===== src/rtl/mem_wb_pkg.sv =====
// Shared definitions for the memory/writeback stage: funct3 codes, writeback
// select encodings, FSM state encoding and the alignment check helper.
package mem_wb_pkg;

    localparam logic [2:0] FNC_LB  = 3'b000;
    localparam logic [2:0] FNC_LH  = 3'b001;
    localparam logic [2:0] FNC_LW  = 3'b010;
    localparam logic [2:0] FNC_LBU = 3'b100;
    localparam logic [2:0] FNC_LHU = 3'b101;
    localparam logic [2:0] FNC_SB  = 3'b000;
    localparam logic [2:0] FNC_SH  = 3'b001;
    localparam logic [2:0] FNC_SW  = 3'b010;

    typedef enum logic [1:0] {
        WB_ALU = 2'd0,
        WB_MEM = 2'd1,
        WB_PC4 = 2'd2,
        WB_CSR = 2'd3
    } wb_sel_e;

    typedef enum logic [1:0] {
        ST_IDLE = 2'd0,
        ST_REQ  = 2'd1,
        ST_WAIT = 2'd2
    } state_e;

    // size is funct3[1:0]: 00 byte, 01 halfword, 10 word
    function automatic logic is_misaligned(input logic [1:0] size, input logic [1:0] addr_lo);
        logic bad;
        case (size)
            2'b01:   bad = addr_lo[0];
            2'b10:   bad = (addr_lo != 2'b00);
            default: bad = 1'b0;
        endcase
        return bad;
    endfunction

endpackage


===== src/rtl/mem_wb_if.sv =====
// Data-memory request/response bus between the mem_wb stage (master) and the
// data memory (slave).
interface mem_wb_if #(
    parameter int DWIDTH = 32,
    parameter int AWIDTH = 14
);
    logic              req_valid;
    logic              req_ready;
    logic [AWIDTH-1:0] addr;
    logic [3:0]        we;
    logic [DWIDTH-1:0] din;
    logic              rvalid;
    logic [DWIDTH-1:0] dout;

    modport master (
        output req_valid, addr, we, din,
        input  req_ready, rvalid, dout
    );

    modport slave (
        input  req_valid, addr, we, din,
        output req_ready, rvalid, dout
    );
endinterface


===== src/rtl/mem_wb_load_align.sv =====
// Selects the addressed byte/halfword lane of a read word and sign- or
// zero-extends it according to the load funct3.
module mem_wb_load_align
    import mem_wb_pkg::*;
#(
    parameter int DWIDTH = 32
) (
    input  logic [2:0]        funct3,
    input  logic [1:0]        addr_lo,
    input  logic [DWIDTH-1:0] word,
    output logic [DWIDTH-1:0] data
);

    logic [7:0]  byte_s;
    logic [15:0] half_s;

    // Lane extraction and extension
    always_comb begin
        byte_s = word[{addr_lo, 3'b000} +: 8];
        half_s = word[{addr_lo[1], 4'b0000} +: 16];
        case (funct3)
            FNC_LB:  data = {{(DWIDTH-8){byte_s[7]}}, byte_s};
            FNC_LH:  data = {{(DWIDTH-16){half_s[15]}}, half_s};
            FNC_LBU: data = {{(DWIDTH-8){1'b0}}, byte_s};
            FNC_LHU: data = {{(DWIDTH-16){1'b0}}, half_s};
            default: data = word;
        endcase
    end

endmodule


===== src/rtl/mem_wb.sv =====
// Memory/writeback stage: issues data-memory requests with lane-aligned store
// data, extends load data, and drives the registered regfile write/forward port.
module mem_wb
    import mem_wb_pkg::*;
#(
    parameter int DWIDTH = 32,
    parameter int AWIDTH = 14
) (
    input  logic              clk,
    input  logic              rst_n,
    input  logic              ex_valid,
    output logic              ex_ready,
    input  logic [DWIDTH-1:0] ex_alu_out,
    input  logic [DWIDTH-1:0] ex_rs2_data,
    input  logic [DWIDTH-1:0] ex_csr_data,
    input  logic [DWIDTH-1:0] ex_pc,
    input  logic [4:0]        ex_rd,
    input  logic              ex_reg_we,
    input  logic              ex_mem_rd,
    input  logic              ex_mem_wr,
    input  logic [2:0]        ex_funct3,
    input  logic [1:0]        ex_wb_sel,
    mem_wb_if.master          dmem,
    output logic              wb_we,
    output logic [4:0]        wb_rd,
    output logic [DWIDTH-1:0] wb_data,
    output logic              misalign_err
);

    state_e            state_r;
    logic [4:0]        rd_r;
    logic [2:0]        funct3_r;
    logic [1:0]        addr_lo_r;
    logic              is_store_r;

    logic              mem_op_s;
    logic              misalign_s;
    logic [3:0]        st_we_s;
    logic [DWIDTH-1:0] st_din_s;
    logic [DWIDTH-1:0] result_s;
    logic [DWIDTH-1:0] load_data_s;

    assign ex_ready   = (state_r == ST_IDLE);
    assign mem_op_s   = ex_mem_rd | ex_mem_wr;
    assign misalign_s = is_misaligned(ex_funct3[1:0], ex_alu_out[1:0]);

    // Store lane alignment: replicate the datum across lanes, enable only the addressed ones
    always_comb begin
        st_we_s  = 4'b1111;
        st_din_s = ex_rs2_data;
        case (ex_funct3[1:0])
            2'b00: begin
                st_we_s  = 4'b0001 << ex_alu_out[1:0];
                st_din_s = {(DWIDTH/8){ex_rs2_data[7:0]}};
            end
            2'b01: begin
                st_we_s  = 4'b0011 << {ex_alu_out[1], 1'b0};
                st_din_s = {(DWIDTH/16){ex_rs2_data[15:0]}};
            end
            default: begin
                st_we_s  = 4'b1111;
                st_din_s = ex_rs2_data;
            end
        endcase
    end

    // Non-memory writeback source select
    always_comb begin
        case (ex_wb_sel)
            WB_PC4:  result_s = ex_pc + DWIDTH'(3'd4);
            WB_CSR:  result_s = ex_csr_data;
            default: result_s = ex_alu_out;
        endcase
    end

    mem_wb_load_align #(
        .DWIDTH (DWIDTH)
    ) u_load_align (
        .funct3  (funct3_r),
        .addr_lo (addr_lo_r),
        .word    (dmem.dout),
        .data    (load_data_s)
    );

    // Stage FSM with all bus and writeback outputs registered
    always_ff @(posedge clk or negedge rst_n) begin
        if (!rst_n) begin
            state_r        <= ST_IDLE;
            rd_r           <= 5'd0;
            funct3_r       <= 3'd0;
            addr_lo_r      <= 2'd0;
            is_store_r     <= 1'b0;
            dmem.req_valid <= 1'b0;
            dmem.addr      <= '0;
            dmem.we        <= 4'b0000;
            dmem.din       <= '0;
            wb_we          <= 1'b0;
            wb_rd          <= 5'd0;
            wb_data        <= '0;
            misalign_err   <= 1'b0;
        end else begin
            wb_we        <= 1'b0;
            misalign_err <= 1'b0;
            case (state_r)
                ST_IDLE: begin
                    if (ex_valid && mem_op_s && misalign_s) begin
                        misalign_err <= 1'b1;
                    end else if (ex_valid && mem_op_s) begin
                        rd_r           <= ex_rd;
                        funct3_r       <= ex_funct3;
                        addr_lo_r      <= ex_alu_out[1:0];
                        is_store_r     <= ex_mem_wr;
                        dmem.req_valid <= 1'b1;
                        dmem.addr      <= ex_alu_out[AWIDTH+1:2];
                        if (ex_mem_wr) begin
                            dmem.we  <= st_we_s;
                            dmem.din <= st_din_s;
                        end else begin
                            dmem.we  <= 4'b0000;
                        end
                        state_r <= ST_REQ;
                    end else if (ex_valid && ex_reg_we && (ex_rd != 5'd0)) begin
                        wb_we   <= 1'b1;
                        wb_rd   <= ex_rd;
                        wb_data <= result_s;
                    end else begin
                        state_r <= ST_IDLE;
                    end
                end
                ST_REQ: begin
                    if (dmem.req_ready) begin
                        dmem.req_valid <= 1'b0;
                        dmem.we        <= 4'b0000;
                        state_r        <= is_store_r ? ST_IDLE : ST_WAIT;
                    end else begin
                        state_r <= ST_REQ;
                    end
                end
                ST_WAIT: begin
                    if (dmem.rvalid) begin
                        if (rd_r != 5'd0) begin
                            wb_we   <= 1'b1;
                            wb_rd   <= rd_r;
                            wb_data <= load_data_s;
                        end else begin
                            wb_we <= 1'b0;
                        end
                        state_r <= ST_IDLE;
                    end else begin
                        state_r <= ST_WAIT;
                    end
                end
                default: state_r <= ST_IDLE;
            endcase
        end
    end

endmodule


===== src/flat_wrapper.sv =====
// flat-port wrapper written by rule: the top's interface ports become plain ports
module mem_wb_flat import mem_wb_pkg::*;
#(
    parameter int DWIDTH = 32,
    parameter int AWIDTH = 14
)
  (clk, rst_n, ex_valid, ex_ready, ex_alu_out, ex_rs2_data, ex_csr_data, ex_pc, ex_rd, ex_reg_we, ex_mem_rd, ex_mem_wr, ex_funct3, ex_wb_sel, wb_we, wb_rd, wb_data, misalign_err, dmem_req_valid, dmem_addr, dmem_we, dmem_din, dmem_req_ready, dmem_rvalid, dmem_dout);
  mem_wb_if #(.DWIDTH(DWIDTH), .AWIDTH(AWIDTH)) dmem_i ();
  input  logic clk;
  input  logic rst_n;
  input  logic ex_valid;
  output logic ex_ready;
  input  logic [DWIDTH-1:0] ex_alu_out;
  input  logic [DWIDTH-1:0] ex_rs2_data;
  input  logic [DWIDTH-1:0] ex_csr_data;
  input  logic [DWIDTH-1:0] ex_pc;
  input  logic [4:0] ex_rd;
  input  logic ex_reg_we;
  input  logic ex_mem_rd;
  input  logic ex_mem_wr;
  input  logic [2:0] ex_funct3;
  input  logic [1:0] ex_wb_sel;
  output logic wb_we;
  output logic [4:0] wb_rd;
  output logic [DWIDTH-1:0] wb_data;
  output logic misalign_err;
  output wire logic [$bits(dmem_i.req_valid)-1:0] dmem_req_valid;
  output wire logic [$bits(dmem_i.addr)-1:0] dmem_addr;
  output wire logic [$bits(dmem_i.we)-1:0] dmem_we;
  output wire logic [$bits(dmem_i.din)-1:0] dmem_din;
  input wire logic [$bits(dmem_i.req_ready)-1:0] dmem_req_ready;
  input wire logic [$bits(dmem_i.rvalid)-1:0] dmem_rvalid;
  input wire logic [$bits(dmem_i.dout)-1:0] dmem_dout;
  assign dmem_req_valid = dmem_i.req_valid;
  assign dmem_addr = dmem_i.addr;
  assign dmem_we = dmem_i.we;
  assign dmem_din = dmem_i.din;
  assign dmem_i.req_ready = dmem_req_ready;
  assign dmem_i.rvalid = dmem_rvalid;
  assign dmem_i.dout = dmem_dout;
  mem_wb #(.DWIDTH(DWIDTH), .AWIDTH(AWIDTH)) u_core (.clk(clk), .rst_n(rst_n), .ex_valid(ex_valid), .ex_ready(ex_ready), .ex_alu_out(ex_alu_out), .ex_rs2_data(ex_rs2_data), .ex_csr_data(ex_csr_data), .ex_pc(ex_pc), .ex_rd(ex_rd), .ex_reg_we(ex_reg_we), .ex_mem_rd(ex_mem_rd), .ex_mem_wr(ex_mem_wr), .ex_funct3(ex_funct3), .ex_wb_sel(ex_wb_sel), .dmem(dmem_i), .wb_we(wb_we), .wb_rd(wb_rd), .wb_data(wb_data), .misalign_err(misalign_err));
endmodule

===== config.mk =====
export PLATFORM = sky130hd
export DESIGN_NAME = mem_wb_flat
export DESIGN_NICKNAME = d
export VERILOG_FILES = /design/src/rtl/mem_wb_pkg.sv /design/src/rtl/mem_wb_if.sv /design/src/rtl/mem_wb_load_align.sv /design/src/rtl/mem_wb.sv /design/src/flat_wrapper.sv
export SDC_FILE = /design/constraint.sdc
export NUM_CORES = 1
export LEC_CHECK = 0
export ABC_AREA = 1
export CORE_MARGIN = 2
export CORE_UTILIZATION = 47
export CTS_BUF_LIST = sky130_fd_sc_hd__clkbuf_2 sky130_fd_sc_hd__clkbuf_4 sky130_fd_sc_hd__clkbuf_8
export DETAILED_ROUTE_END_ITERATION = 10
export GPL_TIMING_DRIVEN = 0
export HOLD_SLACK_MARGIN = 0.06
export PLACE_DENSITY = 0.86
export SLEW_MARGIN = 20
export SYNTH_ARGS = -nofsm -noshare
export SYNTH_HDL_FRONTEND = slang
export SYNTH_SLANG_ARGS = --single-unit

===== constraint.sdc =====
create_clock -name clk -period 3.49 [get_ports clk]
set_input_delay 0.349 -clock clk [delete_from_list [all_inputs] [get_ports clk]]
set_output_delay 0.349 -clock clk [all_outputs]
set_load 0.01 [all_outputs]

==> metrics.md <==
| Metric | Value |
|---|---|
| H-tree depth | 3 |
| Measured slew at the worst slew-check pin | 0.822 ns |
| Utilization after layout | 70.9% |
| Crit path required time | between 3 and 4 ns |
| Slowest-stage cell, CP | clkdlybuf4s50_1 |
| Die ar. | 15,300 um2 |
| Cell chain of the critical path | clkdlybuf4s50_1 > clkinv_1 > clkbuf_1 > ha_1 > buf_2 > inv_1 > o21ai_1 > nand3_2 > nand2_2 > buf_2 > o21ai_0 |
| Proportion of layout cells with a drive suffix above 1 | 4.87% |
| Endpoints failing hold | 0 |
| Most frequent cells after synthesis | nand2_1, dfrtp_1, nand3_1 |
| Largest area contributor in the netlist | dfrtp_1 |
| Synth warn | 0 |
| Vias per cell | between 5 and 6 |
| RSZ-0062 raised after global routing | false |
| Setup crit end | u_core.funct3_r[1]$_DFFE_PN0P_ |
| First-pass GRT wire length | ~43,000 um |
| Reg area | 2580 um2 |
| Post-Route Skew | 0.0119 ns |
| CP Capture Type | flip-flop |
| Hold Crit Class | in2async |
| Reg power frac | 32.9% |
| GP Congestion | 1.03 |
| P_leak | 4.57 nW |
| Area growth, synth to finish | 46.5% |
| Area of the core | 13,900 um2 |
| Slack of the critical path | between 0.6 and 0.7 ns |
| Initial antenna violation count | 0 |
| Count leader, synth | nand2_1 |
| Crit path DAT | slightly above 3 ns |
| Detailed-route wire length | 28,800 um |
| Psw | between 2 and 3 mW |
| Skew-Pair Late Insertion Delay | 0.38 ns |
| PnR Total Power | 6.38 mW |
| Post-synthesis cell count | approximately 1,000 |
| Critical path class | in2reg |
| DRT Pass-1 Iters | 6 |
| Register area share after synthesis | 38.2% |
| PortBufs | 268 |
| Max Cap Viol | 0 |
| Clk pwr share | 11.6% |
| Syn nets | between 1,000 and 1,500 |
| Pre-CTS setup slack | 0.283 ns |
| Avg Synthesized Cell Area | ~6.6 um2 |
| Remaining DRCs | 0 |
| Crit path from | ex_funct3[1] |
| Gr usage total | 37.8% |
| Largest net degree at the start of global routing | roughly 80 |
| Worst rel slew slack | 45.2% |
| Vias in the first global route | 7,852 |
| Combinational power share | 55.4% |
| Clock-pin slew on the worst setup and hold paths | 0.11 ns |
| TritonCTS clock tree | yes |
| Fin nets | 1,490 |
| Post-synth EDFFs | 0 |
| Standard-cell rows | 43 |
| Final min period | 2.86 ns |
| FF-to-FF End | u_core.wb_data[13]$_DFFE_PN0P_ |
| Worst reg2reg setup slack | 1.57 ns |
| CP startpoint kind | primary input |
| DPL Wire Length | approximately 23,000 um |
| Max-slew violation count | 0 |
| Synth top area share | 38.2% |
| Top cells by area, synth | dfrtp_1, nand2_1, nand3_1, o21ai_0, nor2_1 |
| Status | complete, no violations |
| CTS buffer count | 9 |
| Pint | 3.65 mW |
| Grt total ovfl | 0 |
| Filler cell count | roughly 1,200 |
| FF+latch count, synth | 103 |
| CP Max Fanout | 11 |
| Final ANT Viol Nets | 0 |
| Cell variety after synth | 38 |
| Cell Pwr Density | about 650 nW/um2 |
| Resize count post-CTS | 0 |
| Synthesized area | between 6000 and 7000 um2 |
| Antenna diodes | 0 |
| Reg2Reg Depth | 6 |
| Final setup violation count | 0 |
| Clk sinks | 103 |
| CP dominant cell by count | buf_2 |
| Routed len/inst | 19.3 um |
| Root Driver | clkbuf_8 |
| Fmax | 350 MHz |
| Initial Utilization | 48.4% |
| Slowest stage delay, CP | 0.46 ns |
| Multi-input gate area in the final layout | 3610 um2 |
| VDD IR max | 0.487 mV |
| Die span in x | around 120 um |
| Switching Fraction | between 40% and 50% |
| Via count | approximately 8,300 |
| Reg-to-Reg Start | u_core.state_r[0]$_DFFE_PN0P_ |
| Post-synth ARST share | 100% |
| Primary FF master, synth | dfrtp_1 |
| Final period util | 81.9% |
| Starting DRT DRC Count | 855 |
| Post-CTS Setup Inserts | 0 |
| I/O pin count | 269 |
| Die Y | roughly 120 um |
| Worst-case clock buffer depth | 2 |
==> final cells by class <==
cell class	count	share of cell area, %
multi-input combinational	789	36.5
inverter	86	3.27
timing repair buffer	270	27.5
tap	180	2.28
sequential	103	26.1
buffer	49	2.44
clock inverter	6	0.519
clock buffer	10	1.39
==> layer usage <==
metal	share of wire, %	up-vias	track usage (%)
met3	11	75	7.69
met1	40	3825	48.6
met2	45	449	61.5
met4	4.4	0	16.8
li1	-	3917	-
met5	0	-	0
==> critical path: cells and delay by family <==
family / cells / cell delay (ns)
buffers and inverters: 6 / 1.67
and+or+nand+nor: 2 / 0.45
AOI/OAI and AO/OA: 2 / 0.37
adders and majority gates: 1 / 0.24
==> state kept, by name (all words and copies together), names as in the netlist <==
name	cells
u_core.wb_data	32
u_core.rd_r	5
u_core.addr_lo_r	2
u_core.wb_we	1
u_core.dmem.din	32
u_core.dmem.addr	14
u_core.funct3_r	3
u_core.is_store_r	1
u_core.dmem.req_valid	1
u_core.wb_rd	5
u_core.state_r	2
u_core.dmem.we	4
u_core.misalign_err	1
==> logic make-up after synthesis <==
logic type | count (synthesis) | synth area share, %
fa+ha+maj | 4 | 0.742
compound gates | 190 | 16.4
flops | 103 | 38.2
buf+inv | 135 | 8.36
xor+xnor | 1 | 0.130
simple gates | 594 | 36.2
==> worst min-delay path by stage <==
stage | endpoint | start | cells after the start
2_1_floorplan | u_core.addr_lo_r[0]$_DFFE_PN0P_ | rst_n | 0
3_3_place_gp | u_core.dmem.addr[7]$_DFFE_PN0P_ | u_core.dmem.addr[7]$_DFFE_PN0P_ | 2
3_5_place_dp | u_core.wb_data[28]$_DFFE_PN0P_ | rst_n | 1
4_1_cts | u_core.wb_data[19]$_DFFE_PN0P_ | rst_n | 2
5_1_grt | u_core.wb_data[20]$_DFFE_PN0P_ | rst_n | 2
6_report | u_core.wb_data[28]$_DFFE_PN0P_ | rst_n | 2
==> metrics by stage <==
| stage | std cells | hold slack (ns) | setup TNS, ns | area (um2) |
|---|---|---|---|---|
| 2_1_floorplan | 1027 | 0.0534 | 0 | 6750 |
| 3_3_place_gp | 1475 | 0.454 | -176.36 | 9660 |
| 3_5_place_dp | 1476 | 0.217 | 0 | 9690 |
| 4_1_cts | 1493 | 0.381 | 0 | 9880 |
| 5_1_grt | 1493 | 0.385 | 0 | 9880 |
| 6_report | 1493 | 0.373 | 0 | 9880 |
==> cell usage in the layout (no fill, tap or decap), types with 3 or more instances in the layout <==
cell type / Yosys / routed
buf_1: 4 / 4
o211ai_1: 12 / 12
nand2_1: 394 / 394
buf_4: 4 / 4
nor2_2: 5 / 5
buf_6: 2 / 3
inv_1: 79 / 79
clkdlybuf4s50_1: 0 / 267
o21ai_1: 3 / 3
nand3_1: 87 / 87
ha_1: 4 / 4
o21bai_1: 7 / 7
a31oi_1: 9 / 9
nand4_1: 11 / 11
nand3b_1: 4 / 4
a221oi_1: 20 / 20
clkbuf_1: 17 / 17
o21ai_0: 73 / 73
inv_2: 5 / 5
clkbuf_8: 0 / 10
a21oi_1: 59 / 59
dfrtp_1: 103 / 103
nor2_1: 85 / 85
buf_2: 20 / 20
==> power groups by stage <==
stage               sequential [mW]  clock, mW  combinational (mW)
finish                         2.10      0.743                3.54
global route                   2.15      0.796                3.83
CTS                            2.09      0.743                3.51
detailed placement             2.11          0                3.50
global placement               2.09          0                3.43
floorplan                      2.29          0                1.43
==> timing repair <==
action,CTS,global route
setup endpoints to repair,0,0
hold buffers,1,0
endpoints found under the hold margin,22,0
(Power assumes the default switching activity.)
